===== src/rtl/load_extend_stage_pkg.sv =====
// Shared encodings for the load/store lane units: access sizes and skid-buffer states.
// Used by load_extend_stage (optional LOAD_EXT_MISALIGN_TRAP_EN build) and the store-lane unit.
package load_extend_stage_pkg;

    typedef enum logic [1:0] {
        SZ_BYTE  = 2'd0,
        SZ_HALF  = 2'd1,
        SZ_WORD  = 2'd2,
        SZ_DWORD = 2'd3
    } size_e;

    typedef enum logic [1:0] {
        ST_EMPTY = 2'd0,
        ST_ONE   = 2'd1,
        ST_TWO   = 2'd2
    } buf_state_e;

endpackage


===== src/rtl/load_extend_stage_lane_extend.sv =====
// Combinational lane select, sign/zero extension and misalignment detection.
// LOAD_EXT_MISALIGN_TRAP_EN defined: bad accesses yield zero data plus flag; otherwise offset is rounded down.
module lane_extend
    import load_extend_stage_pkg::*;
#(
    parameter int DATA_W = 32,
    localparam int OFS_W = $clog2(DATA_W / 8)
) (
    input  logic [DATA_W-1:0] rdata,
    input  logic [OFS_W-1:0]  ofs,
    input  logic [1:0]        size,
    input  logic              sign_ext,
    output logic [DATA_W-1:0] data,
    output logic              misaligned
);

    logic [OFS_W-1:0]  ofs_mask_s;
    logic [6:0]        lane_bits_s;
    logic [OFS_W-1:0]  aligned_ofs_s;
    logic [DATA_W-1:0] shifted_s;
    logic [DATA_W-1:0] val_mask_s;
    logic              sign_bit_s;
    logic              fill_s;
    logic [DATA_W-1:0] ext_s;

    // Decode access size into byte-offset mask and lane width in bits
    always_comb begin
        ofs_mask_s  = '0;
        lane_bits_s = 7'd8;
        case (size_e'(size))
            SZ_BYTE: begin
                ofs_mask_s  = OFS_W'(3'd0);
                lane_bits_s = 7'd8;
            end
            SZ_HALF: begin
                ofs_mask_s  = OFS_W'(3'd1);
                lane_bits_s = 7'd16;
            end
            SZ_WORD: begin
                ofs_mask_s  = OFS_W'(3'd3);
                lane_bits_s = 7'd32;
            end
            SZ_DWORD: begin
                ofs_mask_s  = OFS_W'(3'd7);
                lane_bits_s = 7'd64;
            end
            default: begin
                ofs_mask_s  = '0;
                lane_bits_s = 7'd8;
            end
        endcase
    end

    assign aligned_ofs_s = ofs & ~ofs_mask_s;
    assign shifted_s     = rdata >> {aligned_ofs_s, 3'b000};
    // A shift by the full word width yields zero, so a full-width lane gets an all-ones mask
    assign val_mask_s    = ~({DATA_W{1'b1}} << lane_bits_s);

    // Pick the lane's top bit as the sign source
    always_comb begin
        sign_bit_s = 1'b0;
        case (size_e'(size))
            SZ_BYTE:  sign_bit_s = shifted_s[7];
            SZ_HALF:  sign_bit_s = shifted_s[15];
            SZ_WORD:  sign_bit_s = shifted_s[31];
            SZ_DWORD: sign_bit_s = shifted_s[DATA_W-1];
            default:  sign_bit_s = 1'b0;
        endcase
    end

    assign fill_s = sign_ext & sign_bit_s;
    assign ext_s  = (shifted_s & val_mask_s) | ({DATA_W{fill_s}} & ~val_mask_s);

`ifdef LOAD_EXT_MISALIGN_TRAP_EN
    logic illegal_s;
    logic bad_s;

    assign illegal_s = (size_e'(size) == SZ_DWORD) && (DATA_W < 64);
    assign bad_s     = illegal_s | ((ofs & ofs_mask_s) != '0);

    // Suppress data of a trapping access so nothing stale reaches writeback
    always_comb begin
        data       = ext_s;
        misaligned = bad_s;
        if (bad_s) begin
            data = '0;
        end else begin
            data = ext_s;
        end
    end
`else
    assign data       = ext_s;
    assign misaligned = 1'b0;
`endif

endmodule


===== src/rtl/load_extend_stage.sv =====
// Registered load alignment/extension stage with a 2-entry skid buffer on the output handshake.
// Optional build macro LOAD_EXT_MISALIGN_TRAP_EN (see lane_extend).
module load_extend_stage
    import load_extend_stage_pkg::*;
#(
    parameter int DATA_W = 32,
    localparam int OFS_W = $clog2(DATA_W / 8)
) (
    input  logic              clk,
    input  logic              rst,
    input  logic              in_valid,
    output logic              in_ready,
    input  logic [DATA_W-1:0] in_rdata,
    input  logic [OFS_W-1:0]  in_ofs,
    input  logic [1:0]        in_size,
    input  logic              in_signed,
    output logic              out_valid,
    input  logic              out_ready,
    output logic [DATA_W-1:0] out_data,
    output logic              out_misaligned
);

    buf_state_e        state_r;
    buf_state_e        state_next_s;
    logic              ready_r;
    logic              valid_r;
    logic [DATA_W-1:0] main_data_r;
    logic              main_mis_r;
    logic [DATA_W-1:0] skid_data_r;
    logic              skid_mis_r;
    logic [DATA_W-1:0] ext_data_s;
    logic              ext_mis_s;
    logic              accept_s;
    logic              drain_s;
    logic              load_main_in_s;
    logic              load_main_skid_s;
    logic              load_skid_s;

    lane_extend #(
        .DATA_W (DATA_W)
    ) u_lane_extend (
        .rdata      (in_rdata),
        .ofs        (in_ofs),
        .size       (in_size),
        .sign_ext   (in_signed),
        .data       (ext_data_s),
        .misaligned (ext_mis_s)
    );

    // ready/valid are registered mirrors of the state, so in_ready never sees out_ready
    assign accept_s = in_valid & ready_r;
    assign drain_s  = valid_r & out_ready;

    // Next-state and register-load decode
    always_comb begin
        state_next_s     = state_r;
        load_main_in_s   = 1'b0;
        load_main_skid_s = 1'b0;
        load_skid_s      = 1'b0;
        case (state_r)
            ST_EMPTY: begin
                if (accept_s) begin
                    state_next_s   = ST_ONE;
                    load_main_in_s = 1'b1;
                end else begin
                    state_next_s = ST_EMPTY;
                end
            end
            ST_ONE: begin
                if (accept_s && drain_s) begin
                    state_next_s   = ST_ONE;
                    load_main_in_s = 1'b1;
                end else if (accept_s) begin
                    state_next_s = ST_TWO;
                    load_skid_s  = 1'b1;
                end else if (drain_s) begin
                    state_next_s = ST_EMPTY;
                end else begin
                    state_next_s = ST_ONE;
                end
            end
            ST_TWO: begin
                if (drain_s) begin
                    state_next_s     = ST_ONE;
                    load_main_skid_s = 1'b1;
                end else begin
                    state_next_s = ST_TWO;
                end
            end
            default: begin
                state_next_s = ST_EMPTY;
            end
        endcase
    end

    // State register with handshake flags
    always_ff @(posedge clk or posedge rst) begin
        if (rst) begin
            state_r <= ST_EMPTY;
            ready_r <= 1'b0;
            valid_r <= 1'b0;
        end else begin
            state_r <= state_next_s;
            ready_r <= (state_next_s != ST_TWO);
            valid_r <= (state_next_s != ST_EMPTY);
        end
    end

    // Main and skid data registers
    always_ff @(posedge clk or posedge rst) begin
        if (rst) begin
            main_data_r <= '0;
            main_mis_r  <= 1'b0;
            skid_data_r <= '0;
            skid_mis_r  <= 1'b0;
        end else begin
            if (load_main_in_s) begin
                main_data_r <= ext_data_s;
                main_mis_r  <= ext_mis_s;
            end else if (load_main_skid_s) begin
                main_data_r <= skid_data_r;
                main_mis_r  <= skid_mis_r;
            end
            if (load_skid_s) begin
                skid_data_r <= ext_data_s;
                skid_mis_r  <= ext_mis_s;
            end
        end
    end

    assign in_ready       = ready_r;
    assign out_valid      = valid_r;
    assign out_data       = main_data_r;
    assign out_misaligned = main_mis_r;

endmodule


===== config.mk =====
export PLATFORM = sky130hd
export DESIGN_NAME = load_extend_stage
export DESIGN_NICKNAME = d
export VERILOG_FILES = /design/src/rtl/load_extend_stage_pkg.sv /design/src/rtl/load_extend_stage_lane_extend.sv /design/src/rtl/load_extend_stage.sv
export SDC_FILE = /design/constraint.sdc
export NUM_CORES = 1
export LEC_CHECK = 0
export BUFFER_PORTS_ARGS = -buffer_cell sky130_fd_sc_hd__buf_2
export CAP_MARGIN = 20
export CORE_UTILIZATION = 50
export CTS_CLUSTER_SIZE = 14
export DETAILED_ROUTE_END_ITERATION = 16
export HOLD_SLACK_MARGIN = 0.06
export PLACE_DENSITY = 0.84
export SYNTH_ARGS = -nofsm -noshare
export SYNTH_HDL_FRONTEND = slang
export SYNTH_SLANG_ARGS = --single-unit

===== constraint.sdc =====
create_clock -name clk -period 4.42 [get_ports clk]
set_input_delay 0.221 -clock clk [delete_from_list [all_inputs] [get_ports clk]]
set_output_delay 0.221 -clock clk [all_outputs]
set_load 0.01 [all_outputs]

After elaboration in Yosys (flattened, before gate mapping). Index checks and enable logic that the tools add are counted.

Eq/ne operators: 6. Shift operators: 2. Mux-type cells: 20. Bitwise gates (word level): 10. Reduce and logical (&&, ||, !) cells: 6.

Operator list (count): bitwise AND 32 bit (2); two-way mux 32 bit (2); NOT 32 bit (2); bitwise OR 32 bit (1); << shifter 32 x 7 -> 32 bit, first input constant (1); right shift 32 x 5 -> 32 bit (1); one-hot mux 7 bit (4 select lines) (1); one-hot mux 2 bit (3 select lines) (2); two-way mux 1 bit (10); equality test 2 bit, second input constant (3); two-way mux 2 bit (3); equality test 2 x 1 -> 1 bit, second input constant (2); logical NOT 2 bit (2); nonzero test 2 bit (2); bitwise AND 1 bit (3); one-hot mux 1 bit (3 select lines) (1); bitwise AND 2 bit (1); inequality test 2 bit, second input constant (1); NOT 2 bit (1); one-hot mux 1 bit (2 select lines) (1); OR reduction 2 bit (1); logical AND 1 bit (1).

Register bits: 69. Input port bits: 41. Output and inout bits: 35. Word-level logic and storage cells: 50.

Longest topological paths before layout. Gate-level depths: netlist (run 1).

Word-level depth: 11. Mapped depth: 8. Mapped depth without buffers: 6.

By module. From an unflattened synthesis (run 1), not the netlist that was laid out.

Cell total of the unflattened synthesis: 294. Area, all modules: 4001.3 um^2.

Modules (own cells, without submodules): load_extend_stage (times used 1, cells an instance 195, area an instance 3326.9 um^2, sequential area each 1751.7 um^2); lane_extend (times used 1, cells an instance 99, area an instance 674.4 um^2, sequential area each 0.0 um^2).

Worst setup path before layout (run 1). No wires, ideal clock.

Kind: flip-flop to flip-flop. Start point: register ready_r, in the netlist in_ready. End point: register skid_data_r[16]. Library setup time: 0.126 ns. Arrival time: 1.481 ns. Data required time: 4.294 ns. Setup slack: 2.813 ns. Stages on the path, launching flop included: 9. Path buffers: 2. Period minus slack after synthesis: 1.607 ns. Cell sequence: dfrtp_1 -> and2_1 -> ha_1 -> and3b_1 -> buf_2 -> buf_1 -> nand3_1 -> o21ai_0 -> a21oi_1.

Longest elaborated chain between the ends: 4. Elaborated cells on any way between the ends: 5. Classes of those cells: mux (3); bitwise (1); reduce/logical (1).

RTL lines: from (decl) (RTL line load_extend_stage.sv:25) `logic ready_r;`; from (signal assigned) (RTL line load_extend_stage.sv:104) `ready_r <= (state_next_s != ST_TWO);`; bitwise AND 1 bit (*) (RTL line load_extend_stage.sv:51) `assign accept_s = in_valid & ready_r;`; two-way mux 1 bit or logical AND 1 bit (tied branches) (RTL line load_extend_stage.sv:73, load_extend_stage.sv:70); two-way mux 1 bit (*) (RTL line load_extend_stage.sv:70) `if (accept_s && drain_s) begin`; two-way mux 1 bit (*) (RTL line load_extend_stage.sv:60) `case (state_r)`; to (signal assigned) (RTL line load_extend_stage.sv:125) `skid_data_r <= ext_data_s;`; to (decl) (RTL line load_extend_stage.sv:29) `logic [DATA_W-1:0] skid_data_r;`.

Mark *: on every way between the ends. The rest lies on a longest branch, timed or not. A chain may end at the register's enable or synchronous reset.

Final worst setup path (run 1).
Start point: register ready_r, in the netlist in_ready. End point: register main_data_r[27], in the netlist out_data[27].

Longest elaborated chain between the ends: 5. Elaborated cells on any way between the ends: 7. Classes of those cells: mux (4); bitwise (1); reduce/logical (2).

RTL lines: bitwise AND 1 bit (*) (RTL line load_extend_stage.sv:51); logical AND 1 bit (RTL line load_extend_stage.sv:70); two-way mux 1 bit (RTL line load_extend_stage.sv:70); one-hot mux 1 bit (2 select lines) (*) (RTL line load_extend_stage.sv:60); two-way mux 32 bit or nonzero test 2 bit (tied branches); to (signal assigned) (RTL line load_extend_stage.sv:118) `main_data_r <= ext_data_s;`; to (signal assigned) (RTL line load_extend_stage.sv:121) `main_data_r <= skid_data_r;`; to (decl) (RTL line load_extend_stage.sv:27) `logic [DATA_W-1:0] main_data_r;`.

Marked as above.

==> results of run 1 <==
==> layout make-up <==
class,instances,area share
Sequential cell,68,0.368
Clock inverter,7,0.0197
Tap cell,102,0.0276
Clock buffer,9,0.0268
Timing Repair Buffer,79,0.0949
Multi-Input combinational cell,343,0.458
Inverter,7,0.00568
==> worst max-delay path by stage <==
stage	cells past startpoint	to	slack [ps]	start
2_1_floorplan	1	in_ready	2490	rst
3_3_place_gp	7	out_data[27]	2090	out_valid
3_5_place_dp	4	out_data[22]	2030	state_r[0]
4_1_cts	4	out_data[18]	2030	state_r[0]
5_1_grt	7	out_data[23]	1860	out_valid
6_report	6	out_data[27]	2020	in_ready
==> routing by layer <==
layer / vias to the layer above / routed length (um) / track usage
met5: - / 0 / 0
met4: 0 / 219 / 0.102
met3: 24 / 846 / 0.0580
met2: 180 / 5160 / 0.427
met1: 1794 / 4320 / 0.328
li1: 1705 / - / -
==> through the flow <==
stage               area, sq um  worst slack, ps  power, uW   util
global placement           4360             2090       2280  0.561
detailed placement         4360             2030       2340  0.561
global route               4630             1860       3110  0.596
finish                     4630             2020       2930  0.596
floorplan                  4040             2490       1980      -
CTS                        4570             2030       2910  0.589
==> critical path: stages (launching register included) <==
cell and delay [ps]:
dfrtp_1 390, and2_1 170, ha_1 250, a21oi_2 730
buf_4 340, nor2_2 180, a31oi_1 260
==> power by group through the flow <==
stage	clock (uW)	combinational (uW)	sequential (uW)
floorplan	0	840	1140
global placement	0	1190	1090
detailed placement	0	1230	1100
CTS	577	1240	1090
global route	601	1380	1130
finish	570	1260	1100
==> cell families after synthesis <==
| logic type | share of synthesized area |
|---|---|
| multiplexers | 0.129 |
| flip-flops | 0.422 |
| AO/OA/AOI/OAI | 0.155 |
| other | 0.000929 |
| AND/OR/NAND/NOR | 0.233 |
| buffers and inverters | 0.0542 |
| adder cells (fa/ha/maj) | 0.00620 |
==> cell usage in the layout (no fill, tap or decap), types with 15 or more instances in the layout <==
cell     synthesis  layout
nand2_1        113     113
buf_2           19      74
dfrtp_1         68      68
nor2_1          31      31
a21oi_1         27      27
nand3_1         20      20
mux2i_1         19      19
o21ai_0         18      18
mux2_2          15      15
a31oi_1         15      15
==> registers in the layout (all words and copies together) (netlist names) <==
signal       cells
out_data        32
skid_data_r     32
state_r          2
in_ready         1
out_valid        1
==> metrics.txt, run 1 <==
count leader, synth nand2_1; # DRC 0; Rel. slew slack 0.296; gr usage total 0.258; Worst setup EP type register; sequential fraction of the synthesis area 0.422; initial core utilization 0.520; reg-to-reg endpoint out_data[27]; clock network power share 0.195; number of port buffers 74; H-Tree Level Count 3; RSZ-0062 raised after global routing false; Register-to-Register Setup Slack 2020 ps; final setup TNS 0 ps; syn_nets 496; PwrDens 632 nW/um^2; Max rail drop VDD 0.201 mV; largest net degree at the start of global routing 69; part of the power in registers 0.375; clk root buf clkbuf_8; FFs w/ async S/R, synth 1.00; die width 91.9 um; I/O pin count 76; cell leakage power 0.00225 uW; sw frac 0.387; dpl hpwl 7.08 mm; Hold WS 114 ps; area of the core 7770 sq um; Crit path arrival time 2660 ps; post-CTS sizing 0; routed via count 3703; synth-to-layout area growth 14.6%; P_sw 1130 uW; number of filler cells placed in the layout 679; first-pass GRT wire length 16.9 mm; Worst Max-Slew Pin Slew 1060 ps; r2r startpoint in_ready; CP Launch Type register; Seq. cell area 1700 sq um; clock skew 9.05 ps; Final Slew Violations 0; Antenna Cells 0; Crit Path Category reg2reg; Hold Vio Cnt, Final 0; crit path max fanout 16; Yosys reg bits 68; # rows 32; # hold bufs at CTS 0; Placer Congestion 0.913; Commonest cells post-synth nand2_1 (113), dfrtp_1 (68), nor2_1 (31), a21oi_1 (27), nand3_1 (20); Die Footprint 8440 sq um; layout cells sized above 1 0.261; Crit path required time 4680 ps; syn avg cell area 8.91 sq um; Yosys top cell by area dfrtp_1; Post-CTS Setup Inserts 0; outcome finished, final reports clean; Synth Instances 453; DRT iter0 DRCs 308; wire per inst 17.1 um; clock buffer count from CTS 9; Post-synth top flop dfrtp_1; Cell Area, Synth 4040 sq um; YS warnings 0; final worst path period share 0.544; fmax 416 MHz; CTS tree yes; Post-synth EDFFs 0; clk_lat worst skew 350 ps; Final Non-Filler Cells 615; total of max-cap violations 0; remaining global-route overflow 0; Post-Place Cells 596; initial antenna violation count 0; CTS Buffer Depth 2; drt first pass iters 5; Die Span Y 91.9 um; Multi-input gate area 2120 sq um; count of cell types in the netlist 52; Routed Wire Length 10.5 mm; CTS clk-pin slew, worst paths 80 ps; post-layout minimum cycle time 2400 ps; final setup violation count 0; clock net sink count 68; number of global-route vias before repair 3453; Comb pwr share 0.430; ANT nets after route 0; post-synth top area share 0.422; P_int 1790 uW; R2R cell count 6; Hold Path Class in2async; Final #Nets 551; Area contributors post-synth dfrtp_1 (42%), nand2_1 (11%), mux2i_1 (4.7%), mux2_2 (4.2%), a21oi_1 (3.3%); routed vias/inst 6.02
Note: power is estimated with default switching activity, not from simulation.
==> inputs of run 2 (changes only) <==
- clock period: 4.42 -> 2.4 ns (I/O delays scaled with it)
==> metrics.txt, run 2 (synthesis results as in run 1) <==
outcome finished, final reports clean; fmax 513 MHz; final instance area 4730 sq um; DRT iter0 DRCs 322; area of the core 7770 sq um; post-layout minimum cycle time 1950 ps; # DRC 0; Post-CTS Setup Inserts 0; Crit path arrival time 2160 ps; end of the critical path skid_data_r[30]; Rel. slew slack 0.523; Placer Congestion 0.835; clock skew 7.01 ps; Hold Vio Cnt, Final 0; Crit path required time 2610 ps; layout cells sized above 1 0.273; crit-path leading delay family simple AND/OR/NAND/NOR gates; routed via count 3834; largest net degree at the start of global routing 43; wire per inst 17.8 um; RSZ-0062 raised after global routing false; commonest cells after routing, fill and taps aside nand2_1 (113), buf_2 (74), dfrtp_1 (68); Cell Area, Placed 4470 sq um; H-Tree Level Count 3; I/O pin count 76; Final #Nets 561; final worst path period share 0.813; drt first pass iters 5; hold path startpoint in_rdata[30]; r2r startpoint out_valid; routed vias/inst 6.13; cell leakage power 0.00231 uW; CP Launch Type register; Routed Wire Length 11.1 mm; critical path cell sequence nand2_1, ha_1, and3b_2, buf_12, nand3_1, o21ai_0, a21oi_1; slowest CP cell and3b_2; clock buffer count from CTS 9; Die Span Y 91.9 um; synth-to-layout area growth 17.2%; total of max-cap violations 0; Setup crit start out_valid; Max rail drop VDD 0.408 mV; final setup violation count 0; CP max stage delay 540 ps; # hold bufs at CTS 1; remaining global-route overflow 0; ANT nets after route 0; crit path max fanout 42; PwrDens 1180 nW/um^2; R2R cell count 7; number of global-route vias before repair 3613; Register-to-Register Setup Slack 450 ps; critical path depth in cells 7; number of port buffers 74; final setup TNS 0 ps; Crit Path Category reg2reg; initial core utilization 0.520; CTS Buffer Depth 2; clk root buf clkbuf_8; reg-to-reg endpoint skid_data_r[30]; Hold Path Class in2reg; CTS tree yes; dpl hpwl 7.54 mm; Die Footprint 8440 sq um; # rows 32; Worst setup EP type register; Final Non-Filler Cells 625; Antenna Cells 0; post-CTS sizing 0; CTS clk-pin slew, worst paths 70 ps; Final Slew Violations 0; Post-Place Cells 608; clock net sink count 68; gr usage total 0.275; leading cell type in the layout, fill and taps excluded nand2_1; CP Buf/Inv Count 1; die width 91.9 um; initial antenna violation count 0; clk_lat worst skew 360 ps; first-pass GRT wire length 17.8 mm; Worst Max-Slew Pin Slew 714 ps
[run 2: changes by cell type in the layout (fill, tap and decap cells not counted), sizes merged]
cell / change
clkinv: -2
clkbuf: +1
buf: +9
dlygate4sd3: +1
bufinv: +1
[run 2: through the flow]
stage | total power, uW | worst slack [ps] | hold WS [ps] | utilization
CTS | 5590 | 459 | 141 | 0.609
floorplan | 3640 | 568 | 329 | -
finish | 5610 | 450 | 148 | 0.609
detailed placement | 4390 | 503 | 280 | 0.576
global route | 5940 | 272 | 158 | 0.609
global placement | 4270 | 577 | 275 | 0.576
[run 2: layout make-up]
class,count,area (sq um)
inverter,7,26.3
clock buffer,10,138
timing repair buffer,89,510
fill,660,3040
clock inverter,6,111
tap,102,128
sequential,68,1700
multi-input combinational,343,2120
[run 2: worst min path at each step]
stage                         endpoint  slack, ps  depth (start not counted)
final                     out_data[30]        150                          3
after global routing      out_data[29]        160                          3
after CTS                 out_data[30]        140                          3
after detailed placement  out_data[20]        280                          2
after global placement    out_data[20]        270                          2
after floorplan           out_data[10]        330                          2
[run 2: per-layer routing]
metal | part of all wire | track usage | wire (um)
met1 | 0.40 | 0.353 | 4410
met2 | 0.47 | 0.431 | 5240
met3 | 0.082 | 0.0431 | 907
met4 | 0.051 | 0.177 | 572
met5 | 0 | 0 | 0
[run 2: tightest hold or removal path, cell delays in order]
cell     delay (ps)
buf_2           120
nand2_1         120
a31oi_1         100
[run 2: power breakdown]
group | leakage (uW) | internal (uW) | switching (uW)
sequential | 0.000823 | 1720 | 319
combinational | 0.00136 | 1040 | 1350
clock | 0.000122 | 718 | 462
==> inputs of run 3 (changes only) <==
- PLACE_DENSITY: 0.84 -> 0.87
- clock period: 2.4 -> 1.79 ns (I/O delays scaled with it)
==> metrics.txt, run 3 (synthesis results as in run 1) <==
Final #Nets 570; clock skew 8.98 ps; gr usage total 0.283; Die Span Y 91.9 um; number of global-route vias before repair 3709; Crit Path Category reg2reg; die width 91.9 um; Design Power 7580 uW; Max rail drop VDD 0.598 mV; Die Footprint 8440 sq um; Final Slew Violations 0; remaining global-route overflow 0; leading cell type in the layout, fill and taps excluded nand2_1; sw frac 0.381; P_int 4690 uW; area of the core 7770 sq um; CTS clk-pin slew, worst paths 70 ps; fmax 593 MHz; Routed Wire Length 11.5 mm; clock buffer count from CTS 9; post-layout minimum cycle time 1690 ps; R2R cell count 5; Comb pwr share 0.443; # DRC 0; I/O pin count 76; # rows 32; final setup violation count 0; final worst path period share 0.943; final setup TNS 0 ps; Hold Path Class in2reg; CTS tree yes; synth-to-layout area growth 20.0%; initial core utilization 0.520; crit path max fanout 13; part of the power in registers 0.360; clk root buf clkbuf_8; first-pass GRT wire length 18.4 mm; Crit path required time 1990 ps; Worst Hold Path Cells 3; PwrDens 1560 nW/um^2; P_sw 2890 uW; ANT nets after route 0; clock network power share 0.197; CP Launch Type register; total of max-cap violations 0; hold path startpoint in_rdata[17]; commonest cells after routing, fill and taps aside nand2_1 (113), buf_2 (74), dfrtp_1 (68); hold endpoint out_data[17]; Hold Vio Cnt, Final 0; outcome finished, final reports clean; Worst Max-Slew Pin Slew 563 ps; wire per inst 18.1 um; CTS Buffer Depth 2; Antenna Cells 0; routed via count 3934; initial antenna violation count 0; Register-to-Register Setup Slack 100 ps; Worst setup EP type register; largest net degree at the start of global routing 65; DRT iter0 DRCs 461; reg-to-reg endpoint out_data[29]; drt first pass iters 6; cell leakage power 0.00235 uW; H-Tree Level Count 3; Crit path arrival time 1890 ps; routed vias/inst 6.21; Rel. slew slack 0.623; clk_lat worst skew 350 ps; Placer Congestion 0.885; RSZ-0062 raised after global routing false; dpl hpwl 7.93 mm; layout cells sized above 1 0.286; clock net sink count 68; r2r startpoint state_r[1]; number of port buffers 74
-- run 3: worst max-delay path by stage --
stage | startpoint | to | slack, ps | depth (start not counted)
2_1_floorplan | in_ready | skid_data_r[16] | 180 | 8
3_3_place_gp | state_r[1] | out_data[26] | 110 | 4
3_5_place_dp | out_valid | out_data[24] | 40 | 7
4_1_cts | out_valid | out_data[17] | 4 | 7
5_1_grt | in_ready | skid_data_r[30] | 3 | 7
6_report | state_r[1] | out_data[29] | 100 | 5
-- run 3: layout make-up --
type                       instances  area [sq um]
tap                              102           128
multi-input combinational        343          2130
sequential                        68          1700
clock buffer                      13           169
inverter                           7          30.0
timing repair buffer              98           616
clock inverter                     3          67.6
fill                             618          2920
-- run 3: layer usage --
layer | up-vias | global-route usage | wire (um)
li1 | 1756 | - | -
met1 | 1866 | 0.361 | 4310
met2 | 268 | 0.453 | 5560
met3 | 44 | 0.0630 | 1130
met4 | 0 | 0.145 | 476
met5 | - | 0 | 0
-- run 3: timing repair --
| item | CTS | global route |
|---|---|---|
| hold buffers | 1 | 0 |
| buffers inserted | 0 | 0 |
| hold endpoints to repair | 17 | 0 |
| gates resized for setup | 2 | 4 |
| endpoints found under the setup margin | 1 | 13 |
-- run 3: worst max-delay path: stages, from the launching register on --
cell	delay [ps]
dfrtp_1	430
and2b_1	370
a21o_1	190
buf_4	230
mux2i_1	250
a31oi_1	80
-- run 3: power groups by stage --
stage	logic (uW)	clock network, uW	registers, uW
4_1_cts	3280	1500	2710
3_5_place_dp	3210	0	2730
3_3_place_gp	3040	0	2700
2_1_floorplan	2080	0	2810
5_1_grt	3680	1560	2810
6_report	3360	1490	2730
-- run 3: per-stage QoR --
| stage | utilization | instances | cell area (sq um) | setup WS (ps) | hold WS, ps |
|---|---|---|---|---|---|
| after floorplan | - | 453 | 4040 | 183 | 246 |
| final | 0.624 | 634 | 4840 | 102 | 134 |
| after global placement | 0.588 | 617 | 4570 | 111 | 116 |
| after global routing | 0.624 | 634 | 4840 | 3.23 | 138 |
| after detailed placement | 0.588 | 617 | 4570 | 39.6 | 118 |
| after CTS | 0.621 | 634 | 4820 | 4.24 | 115 |
